**src/rtl/rb_interpolation.sv**
```systemverilog
// -----------------------------------------------------------------------------
// rb_interpolation
//
// Second demosaic pass, downstream of green interpolation. For each pixel it
// takes a 3x3 raw Bayer window plus the matching 3x3 window of the completed
// green plane. It rebuilds the missing red/blue samples by averaging
// colour differences (C - G) from the neighbours and adding them back onto
// the centre green value.
//
// Three-stage valid/ready pipeline, one pixel per clock when unstalled:
//   stage 1 : per-neighbour colour differences d(k) = raw(k) - green(k)
//   stage 2 : site-dependent selection and rounded averaging (exact, signed)
//   stage 3 : clamp to [0, 2^DATA_W-1], registered outputs
// The write address and end-of-frame flag travel with each pixel.
//
// Ports
//   clk, rst          clock, synchronous active-high reset
//   in_valid/in_ready input handshake (in_ready is combinational from out_ready)
//   bayer_symbol      centre site: 01 green, 10 red, 11 blue, 00 invalid
//   row_is_red        centre row holds red sites (used at green centres)
//   raw_win           raw 3x3 window, element k=r*3+c at [(k+1)*DATA_W-1 -: DATA_W]
//   green_win         green-plane 3x3 window, same packing
//   in_addr, in_last  sideband carried with the pixel
//   out_valid/out_ready output handshake
//   red_out, green_out, blue_out, out_addr, out_last  registered pixel
// -----------------------------------------------------------------------------
module rb_interpolation #(
    parameter int DATA_W = 12,
    parameter int ADDR_W = 17
) (
    input  logic                  clk,
    input  logic                  rst,
    input  logic                  in_valid,
    output logic                  in_ready,
    input  logic [1:0]            bayer_symbol,
    input  logic                  row_is_red,
    input  logic [9*DATA_W-1:0]   raw_win,
    input  logic [9*DATA_W-1:0]   green_win,
    input  logic [ADDR_W-1:0]     in_addr,
    input  logic                  in_last,
    output logic                  out_valid,
    input  logic                  out_ready,
    output logic [DATA_W-1:0]     red_out,
    output logic [DATA_W-1:0]     green_out,
    output logic [DATA_W-1:0]     blue_out,
    output logic [ADDR_W-1:0]     out_addr,
    output logic                  out_last
);

    // Difference width: one sign bit over the sample width.
    localparam int DW = DATA_W + 1;
    // Sum width: four differences plus the rounding constant and the centre
    // green fit without overflow, so no saturation is needed before stage 3.
    localparam int SW = DATA_W + 3;

    localparam logic signed [SW-1:0] ONE   = SW'(1);
    localparam logic signed [SW-1:0] TWO   = SW'(2);
    localparam logic signed [SW-1:0] MAX_V = $signed({3'b000, {DATA_W{1'b1}}});

    typedef enum logic [1:0] {
        SYM_INVALID = 2'b00,
        SYM_GREEN   = 2'b01,
        SYM_RED     = 2'b10,
        SYM_BLUE    = 2'b11
    } symbolT;

    function automatic logic signed [SW-1:0] signExt(input logic signed [DW-1:0] a);
        return {{(SW-DW){a[DW-1]}}, a};
    endfunction

    // Round-half-up average of four differences (arithmetic shift = floor).
    function automatic logic signed [SW-1:0] avg4(input logic signed [DW-1:0] a,
                                                  input logic signed [DW-1:0] b,
                                                  input logic signed [DW-1:0] c,
                                                  input logic signed [DW-1:0] d);
        logic signed [SW-1:0] s;
        s = signExt(a) + signExt(b) + signExt(c) + signExt(d) + TWO;
        return s >>> 2;
    endfunction

    function automatic logic signed [SW-1:0] avg2(input logic signed [DW-1:0] a,
                                                  input logic signed [DW-1:0] b);
        logic signed [SW-1:0] s;
        s = signExt(a) + signExt(b) + ONE;
        return s >>> 1;
    endfunction

    function automatic logic [DATA_W-1:0] clamp(input logic signed [SW-1:0] v);
        if (v[SW-1])        return '0;
        else if (v > MAX_V) return '1;
        else                return v[DATA_W-1:0];
    endfunction

    // ------------------------------------------------------------------
    // Handshake: each stage may load when the stage after it is empty or
    // is itself loading, so bubbles collapse and a full pipe still moves.
    // ------------------------------------------------------------------
    logic s1Valid, s2Valid;
    logic ld1, ld2, ld3;

    assign ld3      = !out_valid | out_ready;
    assign ld2      = !s2Valid   | ld3;
    assign ld1      = !s1Valid   | ld2;
    assign in_ready = ld1;

    // ------------------------------------------------------------------
    // Stage 1: colour differences for the eight neighbours.
    // Compact index j maps to window k = 0,1,2,3,5,6,7,8 (centre skipped).
    // ------------------------------------------------------------------
    logic signed [DW-1:0] diffComb [8];

    for (genvar j = 0; j < 8; j++) begin : gDiff
        localparam int K = (j < 4) ? j : j + 1;
        assign diffComb[j] = $signed({1'b0, raw_win[K*DATA_W +: DATA_W]})
                           - $signed({1'b0, green_win[K*DATA_W +: DATA_W]});
    end

    logic signed [DW-1:0] s1Diff [8];
    logic [DATA_W-1:0]    s1Gc, s1Rc;
    symbolT               s1Sym;
    logic                 s1RowRed;
    logic [ADDR_W-1:0]    s1Addr;
    logic                 s1Last;

    // NOTE: state is updated with non-blocking assignments so every register
    // samples the values from before the clock edge, whatever the order here.
    always_ff @(posedge clk) begin
        if (rst) begin
            s1Valid  <= 1'b0;
            for (int j = 0; j < 8; j++) s1Diff[j] <= '0;
            s1Gc     <= '0;
            s1Rc     <= '0;
            s1Sym    <= SYM_INVALID;
            s1RowRed <= 1'b0;
            s1Addr   <= '0;
            s1Last   <= 1'b0;
        end else if (ld1) begin
            s1Valid  <= in_valid;
            for (int j = 0; j < 8; j++) s1Diff[j] <= diffComb[j];
            s1Gc     <= green_win[4*DATA_W +: DATA_W];
            s1Rc     <= raw_win[4*DATA_W +: DATA_W];
            s1Sym    <= symbolT'(bayer_symbol);
            s1RowRed <= row_is_red;
            s1Addr   <= in_addr;
            s1Last   <= in_last;
        end
    end

    // ------------------------------------------------------------------
    // Stage 2: pick neighbours by site type and rebuild R/B as Gc + avg(d).
    // Diagonals (0,2,6,8) are the opposite chroma at red/blue centres; at
    // green centres the horizontal pair (3,5) carries the row's chroma and
    // the vertical pair (1,7) carries the other one.
    // ------------------------------------------------------------------
    logic signed [SW-1:0] gcExt, rcExt, diagAvg, horzAvg, vertAvg;
    logic signed [SW-1:0] redComb, greenComb, blueComb;

    assign gcExt   = $signed({3'b000, s1Gc});
    assign rcExt   = $signed({3'b000, s1Rc});
    assign diagAvg = avg4(s1Diff[0], s1Diff[2], s1Diff[5], s1Diff[7]);
    assign horzAvg = avg2(s1Diff[3], s1Diff[4]);
    assign vertAvg = avg2(s1Diff[1], s1Diff[6]);

    // NOTE: every output of this block gets a default first, so no path
    // through the case can leave one unassigned and infer a latch.
    always_comb begin
        redComb   = gcExt;
        greenComb = gcExt;
        blueComb  = gcExt;
        case (s1Sym)
            SYM_RED: begin
                redComb  = rcExt;
                blueComb = gcExt + diagAvg;
            end
            SYM_BLUE: begin
                blueComb = rcExt;
                redComb  = gcExt + diagAvg;
            end
            SYM_GREEN: begin
                if (s1RowRed) begin
                    redComb  = gcExt + horzAvg;
                    blueComb = gcExt + vertAvg;
                end else begin
                    blueComb = gcExt + horzAvg;
                    redComb  = gcExt + vertAvg;
                end
            end
            SYM_INVALID: begin
                // Unknown site: pass the raw sample through on all channels.
                redComb   = rcExt;
                greenComb = rcExt;
                blueComb  = rcExt;
            end
        endcase
    end

    logic signed [SW-1:0] s2Red, s2Green, s2Blue;
    logic [ADDR_W-1:0]    s2Addr;
    logic                 s2Last;

    always_ff @(posedge clk) begin
        if (rst) begin
            s2Valid <= 1'b0;
            s2Red   <= '0;
            s2Green <= '0;
            s2Blue  <= '0;
            s2Addr  <= '0;
            s2Last  <= 1'b0;
        end else if (ld2) begin
            s2Valid <= s1Valid;
            s2Red   <= redComb;
            s2Green <= greenComb;
            s2Blue  <= blueComb;
            s2Addr  <= s1Addr;
            s2Last  <= s1Last;
        end
    end

    // ------------------------------------------------------------------
    // Stage 3: clamp and register. Loads only when the current output is
    // empty or being accepted, so a stalled pixel stays stable.
    // ------------------------------------------------------------------
    always_ff @(posedge clk) begin
        if (rst) begin
            out_valid <= 1'b0;
            red_out   <= '0;
            green_out <= '0;
            blue_out  <= '0;
            out_addr  <= '0;
            out_last  <= 1'b0;
        end else if (ld3) begin
            out_valid <= s2Valid;
            red_out   <= clamp(s2Red);
            green_out <= clamp(s2Green);
            blue_out  <= clamp(s2Blue);
            out_addr  <= s2Addr;
            out_last  <= s2Last;
        end
    end

endmodule
```
**config.mk**
```make
export PLATFORM = sky130hd
export DESIGN_NAME = rb_interpolation
export DESIGN_NICKNAME = d
export VERILOG_FILES = /design/src/rtl/rb_interpolation.sv
export SDC_FILE = /design/constraint.sdc
export NUM_CORES = 1
export LEC_CHECK = 0
export CORE_MARGIN = 2
export CORE_UTILIZATION = 45
export CTS_CLUSTER_SIZE = 10
export DETAILED_ROUTE_END_ITERATION = 10
export MAX_ROUTING_LAYER = met4
export PLACE_DENSITY = 0.79
export REMOVE_ABC_BUFFERS = 1
export SYNTH_ARGS = -nofsm -noshare
export SYNTH_HDL_FRONTEND = slang
export SYNTH_SLANG_ARGS = --single-unit
```
**constraint.sdc**
```tcl
create_clock -name clk -period 8.6 [get_ports clk]
set_clock_uncertainty 0.15 [all_clocks]
set_input_delay 2.15 -clock clk [delete_from_list [all_inputs] [get_ports clk]]
set_output_delay 2.15 -clock clk [all_outputs]
set_load 0.05 [all_outputs]
```
==> results.sh <==
export IMPL_slew_violations=0
export IMPL_synth_ff_type="dfxtp_1"
export IMPL_required_ns=6.30
export IMPL_grt_pass1_vias=15888
export IMPL_fin_area_um2=22480
export IMPL_die_x_um=205.0
export IMPL_leakage_nw=9.799
export IMPL_dpl_hpwl_mm=36.28
export IMPL_postRouteWirelength_mm=47.38
export IMPL_synth_cells=2147
export IMPL_peakVddDrop_mv=0.1936
export IMPL_nets=2864
export IMPL_clockBufferDepth=3
export IMPL_final_common_cell="clkdlybuf4s50_1"
export IMPL_wire_per_inst_um=16.05
export IMPL_status="finished clean"
export IMPL_cts_tree="done"
export IMPL_cts_resized_gates=0
export IMPL_path_cells="clkdlybuf4s50_1 -> nor2b_4 -> and3_2 -> inv_2 -> clkdlybuf4s50_1"
export IMPL_slowest_delay_ns=0.95
export IMPL_yosysWarnings=0
export IMPL_tightest_slew_ns=0.9529
export IMPL_relSlewSlack_pct=36.48
export IMPL_critPathTopFamily="buffers and inverters"
export IMPL_dieArea_um2=42040
export IMPL_cp_max_fo=46
export IMPL_clkLatencyLatePin_ns=0.56
export IMPL_clock_sinks=266
export IMPL_startpoint="out_ready"
export IMPL_grt_max_degree=97
export IMPL_antenna_found_initial=2
export IMPL_rrSetupSlack_ns=3.59
export IMPL_cp_start_kind="input pin"
export IMPL_finalPower_w=0.005049
export IMPL_ys_seq_area_share_pct=35.01
export IMPL_dr_total_vias=15943
export IMPL_r2r_start="s1Diff[5][4]"
export IMPL_synth_seq_cells=266
export IMPL_setup_viol=0
export IMPL_holdPathStages=2
export IMPL_grt_pass1_wl_mm=76.38
export IMPL_grt_usage_pct=22.87
export IMPL_p_per_area_nw_per_um2=224.5
export IMPL_fillers=3548
export IMPL_postPlaceCellArea_um2=21600
export IMPL_path_depth=5
export IMPL_clkTransAtPathRegs_ns=0.05
export IMPL_endpoint_kind="primary output"
export IMPL_cp_buffers_inverters=3
export IMPL_layout_setup_ws_ns=1.757
export IMPL_drtIter0Drc=954
export IMPL_min_from="green_out[6]"
export IMPL_postSynthAreaPerCell_um2=8.470
export IMPL_min_period_over_period_pct=79.57
export IMPL_place_ws_ns=1.765
export IMPL_post_cts_setup_buffers=0
export IMPL_syn_cell_area_um2=18180
export IMPL_io_pins=297
export IMPL_drive_gt1_share_pct=4.041
export IMPL_yosysUniqueCellTypes=67
export IMPL_gp_congestion=0.9062
export IMPL_min_period_ns=6.843
export IMPL_core_area_um2=39820
export IMPL_synth_edf_count=104
export IMPL_cts_buffers=31
export IMPL_postCtsHoldBufs=0
export IMPL_crit_top_cell="clkdlybuf4s50_1"
export IMPL_hold_violations=0
export IMPL_clock_fmax_mhz=146.1
export IMPL_final_cell_mix="clkdlybuf4s50_1, nand2_1, nor2_1"
export IMPL_slowest_stage="clkdlybuf4s50_1"
export IMPL_overflow=0
export IMPL_hold_class="reg2reg"
export IMPL_area_growth_pct=23.64
export IMPL_path_class="in2out"
export IMPL_h_tree_depth=1
export IMPL_rows=73
export IMPL_r2r_cells=18
export IMPL_antenna_left=0
export IMPL_fp_dieH_um=205.0
export IMPL_drtPass1Iterations=5
export IMPL_root_buffer="clkbuf_16"
export IMPL_cp_arrival_ns=4.54
export IMPL_rsz0062_at_grt="no"
export IMPL_portBuffers=296
export IMPL_remaining_drc_errors=0
export IMPL_postLayoutCoreUtil_pct=56.46
export IMPL_postSynth_asyncResetShare_pct=0
export IMPL_via_per_inst=5.401
export IMPL_start_util_pct=45.66
export IMPL_maxCapViolCount=0
report_power, final:
group,switching [W],internal [W],total [W],leakage (nW)
logic,0.00138,0.000968,0.00235,6.84
registers,0.0000761,0.00146,0.00153,2.53
clock network,0.000497,0.000673,0.00117,0.425
kinds of logic after synthesis:
group / share of synthesized area [%]
compound gates: 17.46
xor+xnor: 4.864
fa+ha+maj: 16.40
buf+inv: 6.144
flops: 35.01
mux: 1.933
simple gates: 18.19
tightest hold or removal path, delay by kind of cell, from the launching register on:
kind	cells	cell delay (ns)
DFF	1	0.30
and+or+nand+nor	1	0.05
AOI/OAI and AO/OA	1	0.05
flip-flops by register name (all words and copies together) (netlist names), 2 cells and up:
signal,count
out_addr,17
s1Sym,2
blue_out,12
s2Red,15
s1Diff,104
s1Addr,17
s2Green,12
red_out,12
s2Addr,17
s2Blue,15
s1Rc,12
s1Gc,12
green_out,12
cell type report:
| class | count | area, µm² | area share, % |
|---|---|---|---|
| well taps | 525 | 656.9 | 2.922 |
| inverters | 217 | 814.5 | 3.623 |
| clock inverters | 3 | 18.77 | 0.08347 |
| flip-flops and latches | 266 | 6366 | 28.31 |
| clock buffers | 47 | 855.8 | 3.806 |
| diodes | 2 | 5.005 | 0.02226 |
| repair buffers | 307 | 3047 | 13.55 |
| multi-input cells | 1585 | 10720 | 47.68 |
routing by layer:
layer	share of wire [%]	GRT usage [%]	wire length, µm	vias to the layer above
met4	2.7	7.605	1268	0
met1	44	28.87	21030	7394
met3	5.8	3.054	2758	98
li1	-	-	-	7973
met2	47	37.89	22330	478
met5	0	-	0	-
through the flow:
step,TNS [ns],hold WS [ns],instances
floorplan,-70.97,0.2760,2068
finish,0,0.2991,2952
detailed placement,0,0.2937,2900
CTS,0,0.3008,2950
global placement,0,0.2865,2900
global route,0,0.3232,2952
cell usage after synthesis (all sizes together) (9+ instances only):
library cell | n | area share [%]
a21o | 32 | 1.3
buf | 17 | 0.39
nand2b | 24 | 0.83
a21boi | 19 | 0.78
o211ai | 9 | 0.37
mux2 | 17 | 1.1
or2 | 10 | 0.34
o21a | 22 | 0.91
a2111oi | 16 | 0.92
mux2i | 16 | 0.88
nor2 | 220 | 4.5
xnor2 | 57 | 2.7
a31oi | 15 | 0.62
xor2 | 44 | 2.1
a21oi | 192 | 5.3
nor3b | 12 | 0.52
and3 | 9 | 0.31
ha | 176 | 12
a211oi | 41 | 1.8
nor3 | 106 | 2.9
nand3 | 21 | 0.58
inv | 217 | 4.5
clkbuf | 62 | 1.3
dfxtp | 162 | 18
fa | 39 | 4.3
nor2b | 35 | 1.2
a221oi | 20 | 0.96
nand2 | 267 | 5.5
edfxtp | 104 | 17
or3 | 22 | 0.76
o21ai | 80 | 2.2
worst paths after layout:
check / endpoint
worst max-delay path: in_ready
worst min-delay path: green_out[6]
worst max register to register: s2Blue[13]
worst min register to register: green_out[6]
Power figures use the tool's default switching activity.
